[config.mk]
export PLATFORM = sky130hd
export DESIGN_NAME = fetch_pc_gen
export DESIGN_NICKNAME = d
export VERILOG_FILES = /design/src/rtl/fetch_pc_gen_pkg.sv /design/src/rtl/fetch_pc_gen_sat_cnt.sv /design/src/rtl/fetch_pc_gen.sv
export SDC_FILE = /design/constraint.sdc
export NUM_CORES = 1
export LEC_CHECK = 0
export ABC_AREA = 1
export BUFFER_PORTS_ARGS = -buffer_cell sky130_fd_sc_hd__buf_4
export CORE_MARGIN = 1.5
export CORE_UTILIZATION = 55
export DETAILED_ROUTE_END_ITERATION = 10
export GPL_TIMING_DRIVEN = 1
export PLACE_DENSITY = 0.85
export SLEW_MARGIN = 30
export SYNTH_ARGS = -nofsm -noshare
export SYNTH_HDL_FRONTEND = slang
export SYNTH_SLANG_ARGS = --single-unit
[constraint.sdc]
create_clock -name clk -period 2.32 [get_ports clk]
set_input_delay 0.348 -clock clk [delete_from_list [all_inputs] [get_ports clk]]
set_output_delay 0.348 -clock clk [all_outputs]
set_load 0.01 [all_outputs]
[src/rtl/fetch_pc_gen_pkg.sv]
`default_nettype none
// ============================================================================
// Module      : fetch_pc_gen_pkg
// Description : Shared types and constants for the fetch-stage PC generator.
// Revision    : 1.0 - initial release
// ============================================================================
package fetch_pc_gen_pkg;

   localparam int PC_W = 32;
   localparam logic [PC_W-1:0] DEFAULT_RESET_PC = 32'h8000_0000;

   typedef enum logic [1:0] {
      ST_BOOT = 2'd0,
      ST_RUN  = 2'd1,
      ST_PEND = 2'd2
   } state_t;

   // Redirect targets are word-aligned by clearing the two low bits.
   function automatic logic [PC_W-1:0] align_pc(input logic [PC_W-1:0] pc);
      return {pc[PC_W-1:2], 2'b00};
   endfunction

endpackage
`default_nettype wire

[src/rtl/fetch_pc_gen_sat_cnt.sv]
`default_nettype none
// ============================================================================
// Module      : sat_cnt
// Description : Saturating up-counter with enable; sticks at all-ones.
// Revision    : 1.0 - initial release
// ============================================================================
module sat_cnt #(
   parameter int CNT_W = 32
) (
   input  logic             clk,
   input  logic             rst_n,
   input  logic             i_inc,
   output logic [CNT_W-1:0] o_count
);

   logic [CNT_W-1:0] r_count;

   // Count up on enable until all-ones, then hold.
   always_ff @(posedge clk or negedge rst_n) begin
      if (!rst_n) begin
         r_count <= '0;
      end else if (i_inc && (r_count != {CNT_W{1'b1}})) begin
         r_count <= r_count + {{(CNT_W-1){1'b0}}, 1'b1};
      end
   end

   assign o_count = r_count;

endmodule
`default_nettype wire

[src/rtl/fetch_pc_gen.sv]
`default_nettype none
// ============================================================================
// Module      : fetch_pc_gen
// Description : Fetch PC generator: sequential/predicted advance, redirect on
//               mispredict (immediate or deferred while stalled), and
//               saturating branch / mispredict counters.
// Revision    : 1.0 - initial release
// ============================================================================
module fetch_pc_gen
   import fetch_pc_gen_pkg::*;
#(
   parameter logic [31:0] RESET_PC = DEFAULT_RESET_PC,
   parameter int          CNT_W    = 32
) (
   input  logic             clk,
   input  logic             rst,
   input  logic             f_allow_in,
   input  logic [31:0]      f_spec_pred_pc,
   input  logic             e_stage_valid,
   input  logic             e_stage_is_jump_instr,
   input  logic             e_pred_correct,
   input  logic [31:0]      e_redirect_pc,
   output logic [31:0]      F_pc,
   output logic [31:0]      f_default_pc,
   output logic             f_valid,
   output logic             f_flush_fd,
   output logic [CNT_W-1:0] cnt_branch,
   output logic [CNT_W-1:0] cnt_mispred
);

   state_t            r_state;
   state_t            w_state_nxt;
   logic [PC_W-1:0]   r_pc;
   logic [PC_W-1:0]   w_pc_nxt;
   logic              r_valid;
   logic              w_valid_nxt;
   logic [PC_W-1:0]   r_pend_pc;
   logic [PC_W-1:0]   w_pend_nxt;

   logic              w_resolved;
   logic              w_mispredict;
   logic              w_count_en;
   logic [PC_W-1:0]   w_redir_pc;

   assign w_resolved   = e_stage_valid & e_stage_is_jump_instr;
   assign w_mispredict = w_resolved & ~e_pred_correct;
   assign w_redir_pc   = align_pc(e_redirect_pc);
   // The execute stage is empty during the boot cycle, so nothing counts there.
   assign w_count_en   = (r_state != ST_BOOT);

   // State, fetch PC, valid flag and deferred redirect registers.
   always_ff @(posedge clk or negedge rst) begin
      if (!rst) begin
         r_state   <= ST_BOOT;
         r_pc      <= RESET_PC;
         r_valid   <= 1'b0;
         r_pend_pc <= '0;
      end else begin
         r_state   <= w_state_nxt;
         r_pc      <= w_pc_nxt;
         r_valid   <= w_valid_nxt;
         r_pend_pc <= w_pend_nxt;
      end
   end

   // Next-state and next-PC selection.
   always_comb begin
      w_state_nxt = r_state;
      w_pc_nxt    = r_pc;
      w_valid_nxt = r_valid;
      w_pend_nxt  = r_pend_pc;
      case (r_state)
         ST_BOOT: begin
            w_state_nxt = ST_RUN;
            w_pc_nxt    = RESET_PC;
            w_valid_nxt = 1'b1;
         end
         ST_RUN: begin
            w_valid_nxt = 1'b1;
            if (w_mispredict) begin
               if (f_allow_in) begin
                  w_pc_nxt = w_redir_pc;
               end else begin
                  // Stalled: remember the target and mark fetch as wrong-path.
                  w_pend_nxt  = w_redir_pc;
                  w_valid_nxt = 1'b0;
                  w_state_nxt = ST_PEND;
               end
            end else if (f_allow_in) begin
               w_pc_nxt = f_spec_pred_pc;
            end
         end
         ST_PEND: begin
            w_valid_nxt = 1'b0;
            if (f_allow_in) begin
               // A redirect arriving in the release cycle is newer than pend_pc.
               w_pc_nxt    = w_mispredict ? w_redir_pc : r_pend_pc;
               w_valid_nxt = 1'b1;
               w_state_nxt = ST_RUN;
            end else if (w_mispredict) begin
               w_pend_nxt = w_redir_pc;
            end
         end
         default: begin
            w_state_nxt = ST_BOOT;
            w_pc_nxt    = RESET_PC;
            w_valid_nxt = 1'b0;
         end
      endcase
   end

   assign F_pc         = r_pc;
   assign f_valid      = r_valid;
   assign f_default_pc = r_pc + 32'd4;
   assign f_flush_fd   = w_mispredict;

   sat_cnt #(.CNT_W(CNT_W)) u_cnt_branch (
      .clk     (clk),
      .rst_n   (rst),
      .i_inc   (w_count_en & w_resolved),
      .o_count (cnt_branch)
   );

   sat_cnt #(.CNT_W(CNT_W)) u_cnt_mispred (
      .clk     (clk),
      .rst_n   (rst),
      .i_inc   (w_count_en & w_mispredict),
      .o_count (cnt_mispred)
   );

endmodule
`default_nettype wire

==> results.toml, run 1 <==
[detailed_routing]
drtPass1Iterations = 7
routed_wl_mm = 25.7
drt-vias-per-instance = 5.47
first_iter_violations = 714
antenna_left = 0
drc = 0
wire_per_inst_um = 15.2
vias = 9276

[clock_network]
htreeDepth = 4
clock-sinks = 131
cts_buffers = 17
cts_max_path_buffers = 2
path_clk_slew_ns = 0.06
cts_tree = "done"
clkLatencyLatePin_ns = 0.43
root_buffer = "clkbuf_16"

[sta]
slew_viol_final = 0
grt_setup_unrepaired = "true"
fin_crit_sh_pct = 98.3
finalSetupViolCount = 0
hold_viol_final = 0
setup_tns_ns = 0
tightest_slew_ns = 0.674
final.setup.worst_slack_ns = 0.0393
finClkSkew_ns = 0.0109
clock.fmax_ghz = 0.438
min_period_ns = 2.28
relSlewSlack_pct = 54.9

[grt]
overflow = 0
grt_usage_pct = 31.8
antenna_found_initial = 0
grt_pass1_wl_mm = 41.1
grt_max_degree = 70
grt_pass1_vias = 8415

[synth]
synth_enable_flop_cells = 0
synth_area_per_cell_um2 = 6.60
synth_seq_area_share_pct = 39.0
syn_area_um2 = 8410
async_reset_ff_share_pct = 100
synthesis.instances = 1275
synth_largest_area_cell = "dfrtp_1"
synth_flop_cell = "dfrtp_1"
ys_top_cells_by_area = "dfrtp_1 (39%), nand2_1 (25%), nor2_1 (5.9%)"
ys_types = 36
ys_ff_latch = 131
yosysWarnings = 0
yosysTopAreaCellShare_pct = 38.7
yosysMostFrequentCell = "nand2_1"
synth_fp_nets = 1352
synthTopCellsByCount = "nand2_1 (555), nor2_1 (132), dfrtp_1 (130), inv_1 (98), o21ai_0 (75)"

[pwr]
sw_frac_of_total_pct = 39.9
power_density_nw_per_um2 = 933
p_comb_share_pct = 39.6
p_sw_mw = 4.11
clkPwrFrac_pct = 25.4
ir_drop_uv = 632
seqPwrFrac_pct = 35.1
finalPower_mw = 10.3
p_int_mw = 6.20
p_leak_nw = 5.38

[critical_path]
crit_path_cell_trace = "ha_4, nand3_4, nor3_4, buf_6, nand2_4, nor2_4, xor2_1, buf_4"
worst_ep_arrival_time_ns = 1.93
cp.required_ns = 1.97
worstSetupStartpoint = "F_pc[2]$_DFFE_PN0P_"
worstReg2RegStart = "r_state[0]$_DFFE_PN0P_"
cpMaxStageDelayCell = "dfrtp_1"
critPathLaunchType = "flop"
crit_path_end_kind = "primary output"
path_max_fanout = 4
r2r_slack_ns = 0.35
critPathKind = "reg2out"
slowest_delay_ns = 0.44

[floorplanning]
io_pins = 200
start_util_pct = 55.8
fp.dieH_um = 127
dieWidth_um = 127
die_area_um2 = 16000
coreArea_um2 = 15100
num_rows = 45

[outcome]
status = "complete, no violations"

[placed_design]
portBuffers = 197
gp_congestion = 0.928
hpwl_mm = 18.2
pre_cts_slack_ns = 0.299

[cells_and_area]
multi_input_area_um2 = 4700
regArea_um2 = 3290
area_growth_pct = 31.3
diodes = 0
nets = 1571
drive_gt1_share_pct = 22.6
fill_cells = 1217
utilization_pct = 73.2

[hold_path]
hold_class = "in2reg"
min_from = "e_redirect_pc[25]"

[flow_run]
max-cap-violations = 0
## layout by cell type, fill, tap and decap left out, types with 5 or more instances in the layout
| cell type | n |
|---|---|
| a21oi_1 | 30 |
| buf_4 | 230 |
| buf_6 | 5 |
| clkbuf_16 | 17 |
| dfrtp_1 | 118 |
| dfrtp_2 | 12 |
| ha_1 | 6 |
| inv_1 | 98 |
| nand2_1 | 549 |
| nand2_2 | 11 |
| nand3_1 | 50 |
| nand3b_1 | 24 |
| nand4_1 | 15 |
| nor2_1 | 121 |
| nor2_2 | 20 |
| nor2_4 | 7 |
| nor3_1 | 5 |
| o21ai_0 | 74 |
| o21ai_1 | 22 |
| xnor2_1 | 20 |
| xor2_1 | 20 |
## worst max-delay path, delay by kind of cell, from the launching register on
family	cells	cell delay, ns
flops	1	0.44
xor+xnor	1	0.16
buf+inv	2	0.29
simple gates	4	0.43
fa+ha+maj	1	0.19
## sequential cells by signal (all words and copies together) (netlist names)
register,count
f_valid,1
r_pend_pc,32
r_state,2
u_cnt_mispred.o_count,32
u_cnt_branch.o_count,32
F_pc,32
## power by group through the flow
stage / Combinational (mW) / Sequential (mW) / Clock (mW)
3_3_place_gp: 3.69 / 3.54 / 0
6_report: 4.08 / 3.62 / 2.61
3_5_place_dp: 3.81 / 3.57 / 0
4_1_cts: 3.92 / 3.53 / 2.64
2_1_floorplan: 2.03 / 3.53 / 0
5_1_grt: 4.49 / 3.67 / 2.75
## final cells by class
type / instances / share of cell area, %
timing repair buffer: 239 / 16.8
tap: 188 / 2.13
sequential: 131 / 29.8
multi-input combinational: 1002 / 42.6
inverter: 103 / 3.52
clock inverter: 13 / 1.27
clock buffer: 19 / 3.92
## cells by family after synthesis
kind of cell | after synthesis | share of synthesized area [%]
adder cells (fa/ha/maj) | 7 | 1.04
AND/OR/NAND/NOR | 821 | 40.5
flip-flops | 131 | 39.0
buffers and inverters | 142 | 7.17
XOR/XNOR | 40 | 4.16
AO/OA/AOI/OAI | 134 | 8.19
## path summary, 6_finish.rpt
kind | cells after the start | to
hold reg to reg | 2 | r_pend_pc[11]$_DFFE_PN0P_
setup / recovery | 8 | f_default_pc[16]
min in group asynchronous | 3 | u_cnt_mispred.o_count[15]$_DFFE_PN0P_
max in group asynchronous | 3 | F_pc[12]$_DFFE_PN0P_
setup reg to reg | 10 | u_cnt_branch.o_count[21]$_DFFE_PN0P_
hold / removal | 3 | r_pend_pc[25]$_DFFE_PN0P_
## what timing repair did
item	CTS	global route
setup buffers	6	13
setup endpoints to repair	13	20
gates resized for setup	8	48
hold buffers	1	0
endpoints found under the hold margin	130	0
pin swaps	0	10
## layer usage
metal	vias up	share of wire, %	track usage [%]
li1	4453	-	-
met1	4320	41	42.0
met2	452	48	52.8
met3	51	8.2	5.57
met4	0	2.2	12.1
met5	-	0	0
## through the flow
| stage | hold WS [ns] | std cells | instance area, um^2 |
|---|---|---|---|
| floorplan | 0.0524 | 1275 | 8410 |
| global placement | 0.395 | 1643 | 10100 |
| detailed placement | 0.395 | 1643 | 10100 |
| CTS | 0.162 | 1682 | 10800 |
| global route | 0.191 | 1695 | 11000 |
| finish | 0.173 | 1695 | 11000 |
Note: power is estimated with default switching activity, not from simulation.
==> run 2: changes to the inputs <==
--- a/config.mk
+++ b/config.mk
@@ -8,10 +8,10 @@
 export ABC_AREA = 1
 export BUFFER_PORTS_ARGS = -buffer_cell sky130_fd_sc_hd__buf_4
 export CORE_MARGIN = 1.5
-export CORE_UTILIZATION = 55
+export CORE_UTILIZATION = 50
 export DETAILED_ROUTE_END_ITERATION = 10
 export GPL_TIMING_DRIVEN = 1
-export PLACE_DENSITY = 0.85
+export PLACE_DENSITY = 0.81
 export SLEW_MARGIN = 30
 export SYNTH_ARGS = -nofsm -noshare
 export SYNTH_HDL_FRONTEND = slang
==> constraint.sdc (replaced) <==
create_clock -name clk -period 1.9 [get_ports clk]
set_input_delay 0.285 -clock clk [delete_from_list [all_inputs] [get_ports clk]]
set_output_delay 0.285 -clock clk [all_outputs]
set_load 0.01 [all_outputs]
==> run 2 against run 1 <==
Net effect: the run now ends with setup timing left; global-route usage shrank 1.5 points; clock power grew 25%; via count grew 1.5%; first-iteration DRC count shrank 3.8%; cell area grew 7.5%; critical path type unchanged.
==> results.toml, run 2 (synthesized netlist as in run 1, its figures left out) <==
[outcome]
status = "finished, violations left"
violations = "setup timing"

[critical_path]
r2r_slack_ns = 0.10
critPathKind = "reg2out"
critPathLaunchType = "flop"
worstSetupStartpoint = "F_pc[3]$_DFFE_PN0P_"
cp.required_ns = 1.62
crit_path_end_kind = "primary output"
worst_ep_arrival_time_ns = 1.94
worstReg2RegStart = "u_cnt_branch.o_count[0]$_DFFE_PN0P_"
path_max_fanout = 4

[detailed_routing]
wire_per_inst_um = 15.1
first_iter_violations = 687
drtPass1Iterations = 7
dr_wl_met2_mm = 13.1
dr.max_layer_used = "met4"
route.met3.wl_mm = 2.05
vias = 9414
drc = 0
drt-vias-per-instance = 5.27
antenna_left = 0
routed_wl_mm = 27.0
met1_length_mm = 11.1

[placed_design]
hpwl_mm = 19.3
placed_cell_area_um2 = 10600
placed_cells = 1721
gp_congestion = 0.927
pre_cts_slack_ns = -0.0662
portBuffers = 197

[clock_network]
clock-sinks = 131
root_buffer = "clkbuf_16"
htreeDepth = 4
path_clk_slew_ns = 0.06
clkLatencyLatePin_ns = 0.43
cts_buffers = 17
cts_tree = "done"
cts_max_path_buffers = 2

[floorplanning]
die_area_um2 = 17600
io_pins = 200
fp.dieH_um = 133
num_rows = 47
dieWidth_um = 133
start_util_pct = 50.9
coreArea_um2 = 16500

[sta]
relSlewSlack_pct = 71.4
final.setup.worst_slack_ns = -0.329
hold_viol_final = 0
finalSetupViolCount = 26
hold_ws_ns = 0.113
min_period_ns = 2.23
fin_crit_sh_pct = 117
grt_setup_unrepaired = "true"
finClkSkew_ns = 0.00913
clock.fmax_ghz = 0.449
setup_tns_ns = -6.09
slew_viol_final = 0
tightest_slew_ns = 0.425

[cells_and_area]
utilization_pct = 71.8
drive_gt1_share_pct = 28.6
layout_common_cells = "nand2_1 (529), buf_4 (273), dfrtp_1 (120)"
diodes = 0
final_area_um2 = 11900
fill_cells = 1355
nets = 1632
instances_no_fill = 1788
layout_commonest_cell = "nand2_1"
area_growth_pct = 41.1

[grt]
grt_max_degree = 63
grt_pass1_wl_mm = 42.8
grt_pass1_vias = 8774
grt_usage_pct = 30.3
overflow = 0
antenna_found_initial = 0

[hold_path]
min_from = "e_redirect_pc[26]"
hold_class = "in2reg"

[flow_run]
max-cap-violations = 0

[pwr]
power_density_nw_per_um2 = 1130
p_leak_nw = 5.86
finalPower_mw = 13.4
ir_drop_uv = 837
[run 2: cell count changes in the layout (fill, tap and decap cells not counted), moves of 3 or more]
cell | before | now
nand2_4 | 2 | 5
nor2_2 | 20 | 27
nor2_4 | 7 | 16
buf_12 | 3 | 7
inv_2 | 4 | 7
buf_6 | 5 | 19
nand2_1 | 549 | 529
nand2_2 | 11 | 28
xnor2_1 | 20 | 17
inv_1 | 98 | 94
nor2_1 | 121 | 105
inv_6 | 0 | 6
buf_4 | 230 | 273
[run 2: worst paths after layout]
| check | to | depth (start not counted) |
|---|---|---|
| max in group asynchronous | u_cnt_branch.o_count[30]$_DFFE_PN0P_ | 3 |
| min in group asynchronous | F_pc[23]$_DFFE_PN0P_ | 2 |
| max reg2reg | u_cnt_branch.o_count[2]$_DFFE_PN0P_ | 10 |
| min reg2reg | r_pend_pc[16]$_DFFE_PN0P_ | 2 |
| min | r_pend_pc[26]$_DFFE_PN0P_ | 3 |
| max | f_default_pc[16] | 8 |
[run 2: per-layer routing]
metal,vias to the layer above,track usage (%)
li1,4571,-
met1,4373,39.0
met2,412,51.1
met3,58,5.13
met4,0,11.7
met5,-,0
[run 2: layout make-up]
cell class	instances	area (um^2)	area share, %
Multi-Input combinational cell	1002	4920	41.4
Sequential cell	131	3290	27.7
Timing Repair Buffer	300	2410	20.3
Clock buffer	18	439	3.70
Inverter	103	390	3.29
Tap cell	220	275	2.32
Clock inverter	14	144	1.21
[run 2: where the power goes]
part	leakage, nW	total [mW]	switching (mW)	internal (mW)
clock network	0.281	3.26	1.39	1.87
logic	3.84	5.87	3.27	2.60
registers	1.74	4.25	0.700	3.55
[run 2: timing repair]
action | CTS | global route
pin swaps | 11 | 36
buffers inserted | 17 | 19
hold buffers | 1 | 0
endpoints found under the setup margin | 26 | 127
gates resized for setup | 63 | 71
hold endpoints to repair | 16 | 0
[run 2: worst max-delay path, stage by stage, from the launching register on]
cell and delay, ns:
dfrtp_1 0.37, buf_4 0.13, ha_4 0.15, nand3_4 0.08, nor3_4 0.22, nand2_2 0.11
nor2_2 0.13, xor2_1 0.18, buf_4 0.15
